### src/rtl/eth_rx_mii_packer.sv
// eth_rx_mii_packer
//   MII receive front end. Strips preamble/SFD, packs nibbles (low first)
//   into two-byte words with frame flags, buffers them in a small FIFO and
//   paces single-cycle load strobes toward the clock-domain synchronizer.
//
// Ports
//   clk      MII rx clock
//   res      synchronous active-high reset
//   rxd      MII receive nibble
//   rx_dv    MII receive data valid
//   rx_er    MII receive error
//   dout     [19] ODD, [18] ERR, [17] EOF, [16] SOF, [15:8] byte 2, [7:0] byte 1
//   ena_buf  one-cycle load strobe, dout valid while high
//   ovf      one-cycle pulse when a word is discarded on a full FIFO
//
// Build option
//   ETH_RX_PACK_CRC_EN  adds a nibble-serial CRC-32 check; a bad FCS sets ERR
//                       on the EOF word.

module eth_rx_mii_packer #(
    parameter int FIFO_AW = 3,
    parameter int GAP     = 8
) (
    input  logic        clk,
    input  logic        res,
    input  logic [3:0]  rxd,
    input  logic        rx_dv,
    input  logic        rx_er,
    output logic [19:0] dout,
    output logic        ena_buf,
    output logic        ovf
);

    localparam int                DEPTH   = 1 << FIFO_AW;
    localparam int                GW      = $clog2(GAP + 1);
    localparam logic [FIFO_AW:0]  DEPTH_W = (FIFO_AW + 1)'(DEPTH);
    localparam logic [FIFO_AW:0]  DEPTH_M = (FIFO_AW + 1)'(DEPTH - 1);
    localparam logic [GW-1:0]     GAP_LD  = GW'(GAP - 1);

    typedef enum logic [2:0] {S_DROP, S_IDLE, S_PRE, S_DATA, S_FLUSH} state_t;

    state_t state, state_nx;

    // parser datapath
    logic        seen5;
    logic        half;       // low nibble of current byte captured
    logic [3:0]  lo_nib;
    logic        have_b0;    // first byte of current word captured
    logic [7:0]  byte0;
    logic        hold_vld;
    logic        hold_sof;
    logic [15:0] hold_data;
    logic        first_w;    // no word of this frame completed yet
    logic        err_st;
    logic        discard;    // a push of this frame was refused
    logic        crc_bad;

    // push side
    logic        push, push_eof, can_push, wr_ok, refuse;
    logic [19:0] push_word;
    logic        err_fin;

    // FIFO
    logic [19:0]        mem [DEPTH];
    logic [FIFO_AW-1:0] wp, rp;
    logic [FIFO_AW:0]   cnt;
    logic [GW-1:0]      gap;
    logic               pop;

`ifdef ETH_RX_PACK_CRC_EN
    logic [31:0] crc;

    function automatic logic [31:0] crc_nib(input logic [31:0] c, input logic [3:0] d);
        logic [31:0] r;
        r = c ^ {28'h0, d};
        for (int i = 0; i < 4; i++)
            r = r[0] ? ((r >> 1) ^ 32'hEDB88320) : (r >> 1);
        return r;
    endfunction

    function automatic logic [31:0] bitrev(input logic [31:0] v);
        logic [31:0] r;
        for (int i = 0; i < 32; i++) r[i] = v[31-i];
        return r;
    endfunction

    // The good-FCS residue 0xC704DD7B is expressed MSB-first; the shift
    // register runs LSB-first, so compare it bit-reversed.
    assign crc_bad = (bitrev(crc) != 32'hC704DD7B);

    always_ff @(posedge clk) begin
        if (res)
            crc <= 32'hFFFFFFFF;
        else if (state == S_PRE && state_nx == S_DATA)
            crc <= 32'hFFFFFFFF;
        else if (state == S_DATA && rx_dv)
            crc <= crc_nib(crc, rxd);
    end
`else
    assign crc_bad = 1'b0;
`endif

    // An odd nibble count (half still set at FLUSH) is a dribble error.
    assign err_fin = err_st | half | crc_bad;

    always_ff @(posedge clk) begin
        if (res) state <= S_DROP;
        else     state <= state_nx;
    end

    always_comb begin
        state_nx  = state;
        push      = 1'b0;
        push_eof  = 1'b0;
        push_word = '0;
        case (state)
            S_DROP:  if (!rx_dv) state_nx = S_IDLE;
            S_IDLE:  if (rx_dv) state_nx = S_PRE;
            S_PRE: begin
                if (!rx_dv)                      state_nx = S_IDLE;
                else if (rxd == 4'h5)            state_nx = S_PRE;
                else if (rxd == 4'hD && seen5)   state_nx = S_DATA;
                else                             state_nx = S_DROP;
            end
            S_DATA: begin
                if (!rx_dv) begin
                    state_nx = S_FLUSH;
                end else if (half && have_b0 && hold_vld && !discard) begin
                    // a new word completes: release the previous one
                    push      = 1'b1;
                    push_word = {3'b000, hold_sof, hold_data};
                end
            end
            S_FLUSH: begin
                state_nx = S_IDLE;
                if (discard) begin
                    push      = 1'b1;
                    push_eof  = 1'b1;
                    push_word = {4'b0110, 16'h0000};
                end else if (hold_vld) begin
                    push      = 1'b1;
                    push_eof  = !have_b0;
                    push_word = {1'b0, err_fin & !have_b0, !have_b0, hold_sof, hold_data};
                    if (have_b0) state_nx = S_FLUSH;
                end else if (have_b0) begin
                    push      = 1'b1;
                    push_eof  = 1'b1;
                    push_word = {1'b1, err_fin, 1'b1, first_w, 8'h00, byte0};
                end
            end
            default: state_nx = S_DROP;
        endcase

        // non-EOF words leave one slot free so the frame can always be closed
        can_push = push_eof ? (cnt < DEPTH_W) : (cnt < DEPTH_M);
        wr_ok    = push && can_push;
        refuse   = push && !can_push;

        // a refused flush word is replaced by the terminator next cycle
        if (state == S_FLUSH && refuse && !discard) state_nx = S_FLUSH;
    end

    // parser datapath
    always_ff @(posedge clk) begin
        if (res) begin
            seen5     <= 1'b0;
            half      <= 1'b0;
            lo_nib    <= '0;
            have_b0   <= 1'b0;
            byte0     <= '0;
            hold_vld  <= 1'b0;
            hold_sof  <= 1'b0;
            hold_data <= '0;
            first_w   <= 1'b0;
            err_st    <= 1'b0;
            discard   <= 1'b0;
            ovf       <= 1'b0;
        end else begin
            ovf <= refuse;
            if (refuse) discard <= 1'b1;

            if (state == S_PRE && rxd == 4'h5) seen5 <= 1'b1;
            if (state == S_IDLE)               seen5 <= 1'b0;

            if (state == S_PRE && state_nx == S_DATA) begin
                half     <= 1'b0;
                have_b0  <= 1'b0;
                hold_vld <= 1'b0;
                first_w  <= 1'b1;
                err_st   <= 1'b0;
                discard  <= 1'b0;
            end

            if (state == S_DATA) begin
                if (rx_er) err_st <= 1'b1;
                if (rx_dv) begin
                    if (!half) begin
                        lo_nib <= rxd;
                        half   <= 1'b1;
                    end else begin
                        half <= 1'b0;
                        if (!have_b0) begin
                            byte0   <= {rxd, lo_nib};
                            have_b0 <= 1'b1;
                        end else begin
                            have_b0   <= 1'b0;
                            hold_data <= {rxd, lo_nib, byte0};
                            hold_sof  <= first_w;
                            hold_vld  <= 1'b1;
                            first_w   <= 1'b0;
                        end
                    end
                end
            end

            if (state == S_FLUSH && !discard && !refuse) begin
                if (hold_vld) hold_vld <= 1'b0;
                else          have_b0  <= 1'b0;
            end
        end
    end

    // FIFO and strobe pacing
    assign pop = (cnt != '0) && (gap == '0);

    always_ff @(posedge clk) begin
        if (wr_ok) mem[wp] <= push_word;
    end

    always_ff @(posedge clk) begin
        if (res) begin
            wp      <= '0;
            rp      <= '0;
            cnt     <= '0;
            gap     <= '0;
            dout    <= '0;
            ena_buf <= 1'b0;
        end else begin
            if (wr_ok) wp <= wp + 1'b1;
            if (pop)   rp <= rp + 1'b1;
            cnt <= cnt + {{FIFO_AW{1'b0}}, wr_ok} - {{FIFO_AW{1'b0}}, pop};
            ena_buf <= pop;
            if (pop) begin
                dout <= mem[rp];
                gap  <= GAP_LD;
            end else if (gap != '0) begin
                gap <= gap - 1'b1;
            end
        end
    end

endmodule
### config.mk
export PLATFORM = sky130hd
export DESIGN_NAME = eth_rx_mii_packer
export DESIGN_NICKNAME = d
export VERILOG_FILES = /design/src/rtl/eth_rx_mii_packer.sv
export SDC_FILE = /design/constraint.sdc
export NUM_CORES = 1
export LEC_CHECK = 0
export CORE_MARGIN = 1.5
export CORE_UTILIZATION = 35
export DETAILED_ROUTE_END_ITERATION = 12
export PLACE_DENSITY_LB_ADDON = 0.05
export SYNTH_ARGS = -nofsm -noshare
export SYNTH_HDL_FRONTEND = slang
export SYNTH_SLANG_ARGS = --single-unit
### constraint.sdc
create_clock -name clk -period 8.2 [get_ports clk]
set_input_delay 2.46 -clock clk [delete_from_list [all_inputs] [get_ports clk]]
set_output_delay 2.46 -clock clk [all_outputs]
set_load 0.05 [all_outputs]
# Word-level counts from Yosys, hierarchy flattened
# Memories as Yosys holds them, arrays and structs flattened. A register that Yosys moved wholly into a read port is not among the register bits.
# Index checks and enable logic that the tools add are counted.
[totals] ff_bits=55 ramBits=160 output_inout_bits=22 mem_count=1
[memory_table] memory="mem" depth=8 width=20 rd=1 rd_clocked_by_memory_dff=1 wr=1 line_no="64" source="logic [19:0] mem [DEPTH];"
[classes] add_sub_neg=5 order_cmp=2 n_eq_ne=7 muxes=57 n_bitwise=4 n_reduce_logical=28
[op_table] op="two-way mux 20 bit" count=3
[op_table] op="one-hot mux 20 bit (2 select lines)" count=1
[op_table] op="two-way mux 1 bit" count=37
[op_table] op="two-way mux 17 bit" count=2
[op_table] op="two-way mux 3 bit" count=9
[op_table] op="one-hot mux 3 bit (5 select lines)" count=1
[op_table] op="logical AND 1 bit" count=13
[op_table] op="equality test 3 x 2 -> 1 bit, second input constant" count=3
[op_table] op="AND reduction 4 bit" count=2
[op_table] op="nonzero test 4 bit" count=2
[op_table] op="adder 3 x 1 -> 3 bit, second input constant" count=2
[op_table] op="two-way mux 2 bit" count=3
[op_table] op="OR reduction 2 bit" count=3
[op_table] op="adder 4 x 1 -> 4 bit" count=1
[op_table] op="equality test 4 x 3 -> 1 bit, second input constant" count=1
[op_table] op="equality test 4 bit, second input constant" count=1
[op_table] op="zero test 1 bit" count=4
[op_table] op="zero test 4 bit" count=1
[op_table] op="< comparator 4 x 3 -> 1 bit, second input constant" count=1
[op_table] op="< comparator 4 bit, second input constant" count=1
[op_table] op="subtractor 4 x 1 -> 4 bit" count=1
[op_table] op="subtractor 4 x 1 -> 4 bit, second input constant" count=1
[op_table] op="equality test 3 x 1 -> 1 bit, second input constant" count=1
[op_table] op="equality test 3 bit, second input constant" count=1
[op_table] op="other kinds (7)" count=8

# Depth between registers and ports, before layout
# Gate-level depths: netlist (run 1).
[depth] word_depth=19 ltp_mapped=13 mapped_depth_nobuf=12

# Least setup slack after synthesis (run 1)
# Ideal clock, no wire load.
[synth_timing] path_type="input to register" startpoint="input rx_dv" endpoint="memory mem[1][0] (enable)" setup_ns=0.456 arrival_time_ns=5.239 path_slack_ns=2.506 cell_stages=4 cell_sequence="nand2b_1 > o32ai_2 > nand2_2 > nor4b_1"
[synth_via] elab_chain_len=5
[synth_rtl] item="start: declaration" line_no="27" source="input logic rx_dv,"
[synth_rtl] item="two-way mux 1 bit" line_no="126" source="if (!rx_dv) begin"
[synth_rtl] item="one-hot mux 1 bit (2 select lines)" line_no="116" source="case (state)"
[synth_rtl] item="logical AND 1 bit" line_no="156" source="wr_ok = push && can_push;"
[synth_rtl] item="two-way mux 1 bit" line_no="227" source="if (wr_ok) mem[wp] <= push_word;"
[synth_rtl] item="two-way mux 1 bit (not written as such)" line_no="227"
[synth_rtl] item="end: declaration" line_no="64"
# Every way passes these cells.

# Final worst setup path (run 1)
[layout_timing] startpoint="input rx_dv" endpoint="memory mem[4][1], data pin"
[layout_via] elab_chain_len=2
[layout_rtl] item="two-way mux 17 bit" line_no="126"
[layout_rtl] item="one-hot mux 20 bit (2 select lines)" line_no="116"
[layout_rtl] item="net push_word[1]" line_no="60" source="logic [19:0] push_word;"
# The timed path passes the listed nets, and every way through them passes these cells.

==> out/qor.yml, run 1 <==
run_status:
  status: "complete, but fails checks"
  failed_checks: "DRC"
timing:
  slew_viol_final: 0
  slew_headroom: 0.431
  fin_crit_ps: 4340
  worstMarginPinSlew_ps: 853
  fin_tns_setup_ps: 0
  setup_violations: 0
  finalClockSkew_ps: 8.76
  fmax_ghz: 0.230
  finalCritPeriodShare: 0.530
  finalHoldViolations: 0
  rsz0062_at_grt: "no"
detailed_routing:
  wire_per_inst_um: 19.6
  firstDrtPassIters: 8
  first_iter_violations: 290
  wl_um: 19800
  ant_nets: 0
  num_vias: 5104
  via_per_inst: 5.05
  post-route-drc-count: 6
synth:
  synthSimpleGateAreaFrac: 0.0766
  yosysWarnings: 0
  synth_ff_type: "edfxtp_1"
  synth_cells: 617
  synth_most_common_cell: "edfxtp_1"
  synth_area_leader_cell: "edfxtp_1"
  synthXorXnorAreaFrac: 0.00375
  synth_seq_area_share: 0.675
  syn-cell-area_um2: 9350
  synthMuxAreaShare: 0.134
  synth_top_family_by_area: "multiplexers"
  synth_area_per_cell_um2: 15.1
  synth-compound-area-share: 0.0652
  async_reset_ff_frac: 0
  synth_fa_ha_area_frac: 0.0195
  synth-seq-cells: 235
  netlist.area_leader.share: 0.514
  ys_types: 63
  synth_common_cells: "edfxtp_1 (160), dfxtp_1 (75), nor2_1 (55)"
  synth_nets: 639
  synthTopCellsByArea: "edfxtp_1 (51%), dfxtp_1 (16%), mux4_2 (9.6%), mux2i_1 (3.5%), nor2_1 (2.2%)"
  synth_edf_count: 160
global_routing:
  antenna_found_initial: 3
  grt_usage: 0.147
  grt-ovfl-total: 0
  grt_pass1_vias: 5330
  grt_max_degree: 77
  grt_first_pass_wirelength_um: 31300
place:
  gp_congestion: 0.763
  io_buffer_count: 29
  place_area_um2: 10000
  dp_hpwl_um: 11700
clock_network:
  htree_levels: 1
  clk_latency_ps: 520
  cts_max_path_buffers: 3
  post_cts_buffers: 0
  cts_tree: "done"
  cts_buffers: 27
  post_cts_resized: 0
  cts_hold_buf: 0
  clkTransAtPathRegs_ps: 50
  cts_root_buf: "clkbuf_16"
  clock_sinks: 235
worst_setup_path:
  crit_required_ps: 8520
  critPathMaxFanout: 18
  path_class: "input port to flop"
  cp_slowest_cell: "a21oi_4"
  r2r_start: "state[0]"
  cp-end-kind: "flop"
  critPathLaunchType: "input port"
  r2r_end: "cnt[2]"
  slowest_delay_ps: 590
  rr_worst_depth: 9
  crit_chain: "clkdlybuf4s50_1 > nand2b_1 > or2_2 > a21oi_4 > a22o_1"
  worstPathArrival_ps: 4670
  r2r_slack_ps: 5540
floorplanning:
  die_area_um2: 27700
  initial_core_util: 0.358
  ios: 30
  rows: 59
  floorplan.core_area_um2: 26100
  die_h_um: 166
  fp.dieW_um: 166
final_layout:
  drive_gt1_frac: 0.185
  regArea_um2: 6310
  syn_to_final_growth_pct: 17.4
  fill_cells: 2404
  fin_area_um2: 11000
  fin_util: 0.420
  nets: 676
  multi_input_area_um2: 2840
pwr:
  ir_worst_vdd_mv: 0.120
  power_density_nw_per_um2: 301
  p_leak_nw: 3.54
hold_path:
  min_from: "hold_data[4]"
  holdPathStages: 2
  min_path_type: "flop to flop"
  holdPathEnd: "hold_data[4]"
run:
  max-cap-violations: 0
## cell usage in the layout (no fill, tap or decap), drive strengths merged, types with 2 or more instances in the layout
cell type	n
nor3	6
xor2	2
nand2	42
clkbuf	42
edfxtp	160
nand2b	5
mux2i	33
a221oi	2
and2	9
nand3	5
o21ai	6
ha	13
a211oi	24
nor4	2
nor4b	2
dfxtp	75
nor2b	4
mux4	40
a21oi	28
xnor2	2
clkinv	5
buf	17
nor2	56
and3b	2
nand4	3
or3	2
nor3b	4
inv	21
a22o	9
clkdlybuf4s50	28
mux2	2
or3b	2
a31oi	2
## critical path, delay by kind of cell
family	cells	cell delay (ps)
AOI/OAI and AO/OA	2	980
and+or+nand+nor	2	680
buffers and inverters	1	540
## flip-flops by register name, indices dropped and copies added, names as in the netlist, 4 cells and up
register / count
dout: 20
mem: 160
cnt: 4
lo_nib: 4
gap: 4
hold_data: 16
byte0: 8
## where the power goes
part | leakage, nW | switching [mW] | internal [mW] | total (mW)
Sequential | 2.15 | 0.0409 | 1.32 | 1.37
Combinational | 0.932 | 0.440 | 0.293 | 0.733
Clock | 0.458 | 0.463 | 0.743 | 1.21
## worst max path at each step
stage,start,to,slack (ps)
2_1_floorplan,rx_dv,mem[1][0],2510
3_3_place_gp,rx_dv,cnt[2],3350
3_5_place_dp,rx_dv,cnt[2],3310
4_1_cts,rx_dv,cnt[2],3870
5_1_grt,rx_dv,cnt[2],3730
6_report,rx_dv,mem[4][1],3860
## final cells by class
| type | count | area share |
|---|---|---|
| Tap cell | 335 | 0.0382 |
| Clock inverter | 8 | 0.00673 |
| Clock buffer | 42 | 0.0774 |
| Timing Repair Buffer | 45 | 0.0369 |
| Antenna cell | 1 | 0.000228 |
| Sequential cell | 235 | 0.575 |
| Multi-Input combinational cell | 325 | 0.259 |
| Inverter | 20 | 0.00684 |
## routing by layer
| metal | part of all wire | GRT usage | routed length (µm) |
|---|---|---|---|
| met4 | 0.015 | 0.0352 | 302 |
| met3 | 0.043 | 0.0254 | 858 |
| met1 | 0.46 | 0.197 | 9040 |
| met5 | 0 | 0 | 0 |
| met2 | 0.48 | 0.250 | 9570 |
## kinds of logic (layout without fill, tap and decap cells)
logic type	Yosys count	in the layout
multiplexers	75	75
flip-flops	235	235
adder cells (fa/ha/maj)	14	14
buffers and inverters	57	115
AO/OA/AOI/OAI	84	84
AND/OR/NAND/NOR	148	148
other	0	1
XOR/XNOR	4	4
## per-stage QoR
stage,setup slack [ps],hold WS [ps],total power [mW],std cells
2_1_floorplan,2510,432,1.95,617
3_5_place_dp,3310,449,2.14,960
4_1_cts,3870,456,3.36,1010
3_3_place_gp,3350,447,2.13,960
5_1_grt,3730,483,3.48,1010
6_report,3860,453,3.30,1011
Power figures use the tool's default switching activity.
==> run 2: changes to the inputs <==
==> constraint.sdc (replaced) <==
create_clock -name clk -period 4.54 [get_ports clk]
set_input_delay 1.362 -clock clk [delete_from_list [all_inputs] [get_ports clk]]
set_output_delay 1.362 -clock clk [all_outputs]
set_load 0.05 [all_outputs]
==> run 2 against run 1 <==
  * The run still ends with DRC left
  * Non-clock buffer count grew 2
  * Utilization fell by 0.14 points
  * Worst hold slack improved by 3.4 ps
  * Critical path depth rose by 1
  * Die area is the same
  * Register-to-register slack worse by 3700 ps
  * Final area shrank 0.34%
  * Sequential share of layout area increased by 0.20 points
  * Clock power rose by 73%
  * Routed wire length up 0.98%
  * First-iteration DRC count rose by 21%
  * Sequential cell count unchanged
==> out/qor.yml, run 2 (synthesis gave the netlist of run 1 again) <==
timing:
  holdWs_ps: 456
  fin_tns_setup_ps: 0
  finalClockSkew_ps: 10.4
  worstMarginPinSlew_ps: 765
  fmax_ghz: 0.307
  fin_crit_ps: 3260
  setup_violations: 0
  finalHoldViolations: 0
  rsz0062_at_grt: "no"
  slew_headroom: 0.490
  finalCritPeriodShare: 0.719
  setup_slack_ps: 1280
  slew_viol_final: 0
worst_setup_path:
  worstPathArrival_ps: 3440
  path_class: "input port to flop"
  critPathMaxFanout: 20
  rr_worst_depth: 5
  slowest_delay_ps: 540
  r2r_end: "mem[2][13]"
  cp_slowest_cell: "clkdlybuf4s50_1"
  r2r_start: "state[0]"
  cp-end-kind: "flop"
  r2r_slack_ps: 1850
  crit_required_ps: 4720
  critPathLaunchType: "input port"
  crit_chain: "clkdlybuf4s50_1 > nand2b_1 > o32ai_2 > nand2_2 > nor4b_4 > buf_4"
hold_path:
  holdPathEnd: "hold_data[2]"
  min_from: "hold_data[2]"
  min_path_type: "flop to flop"
  holdPathStages: 2
floorplanning:
  floorplan.core_area_um2: 26100
  die_area_um2: 27700
  fp.dieW_um: 166
  die_h_um: 166
  ios: 30
  rows: 59
  initial_core_util: 0.358
run_status:
  failed_checks: "DRC"
  status: "complete, but fails checks"
place:
  dp.cells: 962
  place_area_um2: 10100
  pre_cts_ws_ps: 713
  io_buffer_count: 29
  dp_hpwl_um: 12300
  gp_congestion: 0.747
final_layout:
  fill_cells: 2381
  final_cell_mix: "edfxtp_1 (160), dfxtp_1 (73), nor2_1 (54), nand2_1 (41), mux4_2 (40)"
  fin_area_um2: 10900
  syn_to_final_growth_pct: 17.0
  layout_commonest_cell: "edfxtp_1"
  largest_register_ffs: 160
  fin_util: 0.419
  nets: 678
  num_antenna_cells: 0
  final_cell_count_no_fill: 1012
  largest-register: "mem"
  reg_top3: "mem (160), dout (20), hold_data (16)"
  drive_gt1_frac: 0.186
clock_network:
  clk_latency_ps: 520
  cts_hold_buf: 0
  post_cts_resized: 0
  cts_buffers: 27
  clock_sinks: 235
  cts_max_path_buffers: 3
  clkTransAtPathRegs_ps: 60
  cts_root_buf: "clkbuf_16"
  post_cts_buffers: 0
  cts_tree: "done"
  htree_levels: 1
detailed_routing:
  post-route-drc-count: 2
  via_per_inst: 5.02
  first_iter_violations: 351
  wire_per_inst_um: 19.7
  wl_um: 20000
  firstDrtPassIters: 10
  num_vias: 5085
  ant_nets: 0
pwr:
  combPwrFrac: 0.219
  p_leak_nw: 3.53
  p_clk_frac: 0.354
  ir_worst_vdd_mv: 0.225
  intPower_mw: 4.17
  switching_share: 0.292
  seq_power_share: 0.427
  p_total_mw: 5.89
  power.switching_mw: 1.72
  power_density_nw_per_um2: 539
run:
  max-cap-violations: 0
global_routing:
  grt_max_degree: 50
  antenna_found_initial: 3
  grt-ovfl-total: 0
  grt_first_pass_wirelength_um: 31200
  grt_usage: 0.148
  grt_pass1_vias: 5296
## run 2: how the worst max path moves through the flow
stage	cells past startpoint	startpoint	slack [ps]	endpoint
floorplan	4	rx_dv	160	mem[0][0]
global placement	6	rx_dv	760	mem[2][8]
detailed placement	6	rx_dv	710	mem[2][8]
CTS	6	rx_dv	1260	mem[2][6]
global route	6	rx_dv	1130	mem[6][13]
finish	6	rx_dv	1280	mem[2][13]
## run 2: power groups by stage
stage / combinational, mW / clock (mW) / sequential (mW)
final: 1.29 / 2.09 / 2.51
after global routing: 1.40 / 2.24 / 2.54
after CTS: 1.31 / 2.16 / 2.52
after detailed placement: 1.31 / 0 / 2.56
after global placement: 1.30 / 0 / 2.56
after floorplan: 0.688 / 0 / 2.83
## run 2: layout make-up
| class | instances | area [µm²] | area share |
|---|---|---|---|
| Multi-Input combinational cell | 325 | 2850 | 0.260 |
| Sequential cell | 235 | 6310 | 0.577 |
| Clock inverter | 17 | 145 | 0.0133 |
| Clock buffer | 33 | 719 | 0.0658 |
| Tap cell | 335 | 419 | 0.0383 |
| Inverter | 20 | 75.1 | 0.00686 |
| Timing Repair Buffer | 47 | 420 | 0.0384 |
## run 2: worst max-delay path, delay by kind of cell
family,cells,cell delay (ps)
AOI/OAI and AO/OA,1,440
buffers and inverters,2,940
and+or+nand+nor,3,680
## run 2: per-layer routing
layer,share of wire,up-vias,global-route usage,wire (µm)
met5,0,-,0,0
met4,0.020,0,0.0383,407
met3,0.040,30,0.0250,806
met2,0.48,82,0.250,9650
met1,0.46,2556,0.197,9110
li1,-,2417,-,-
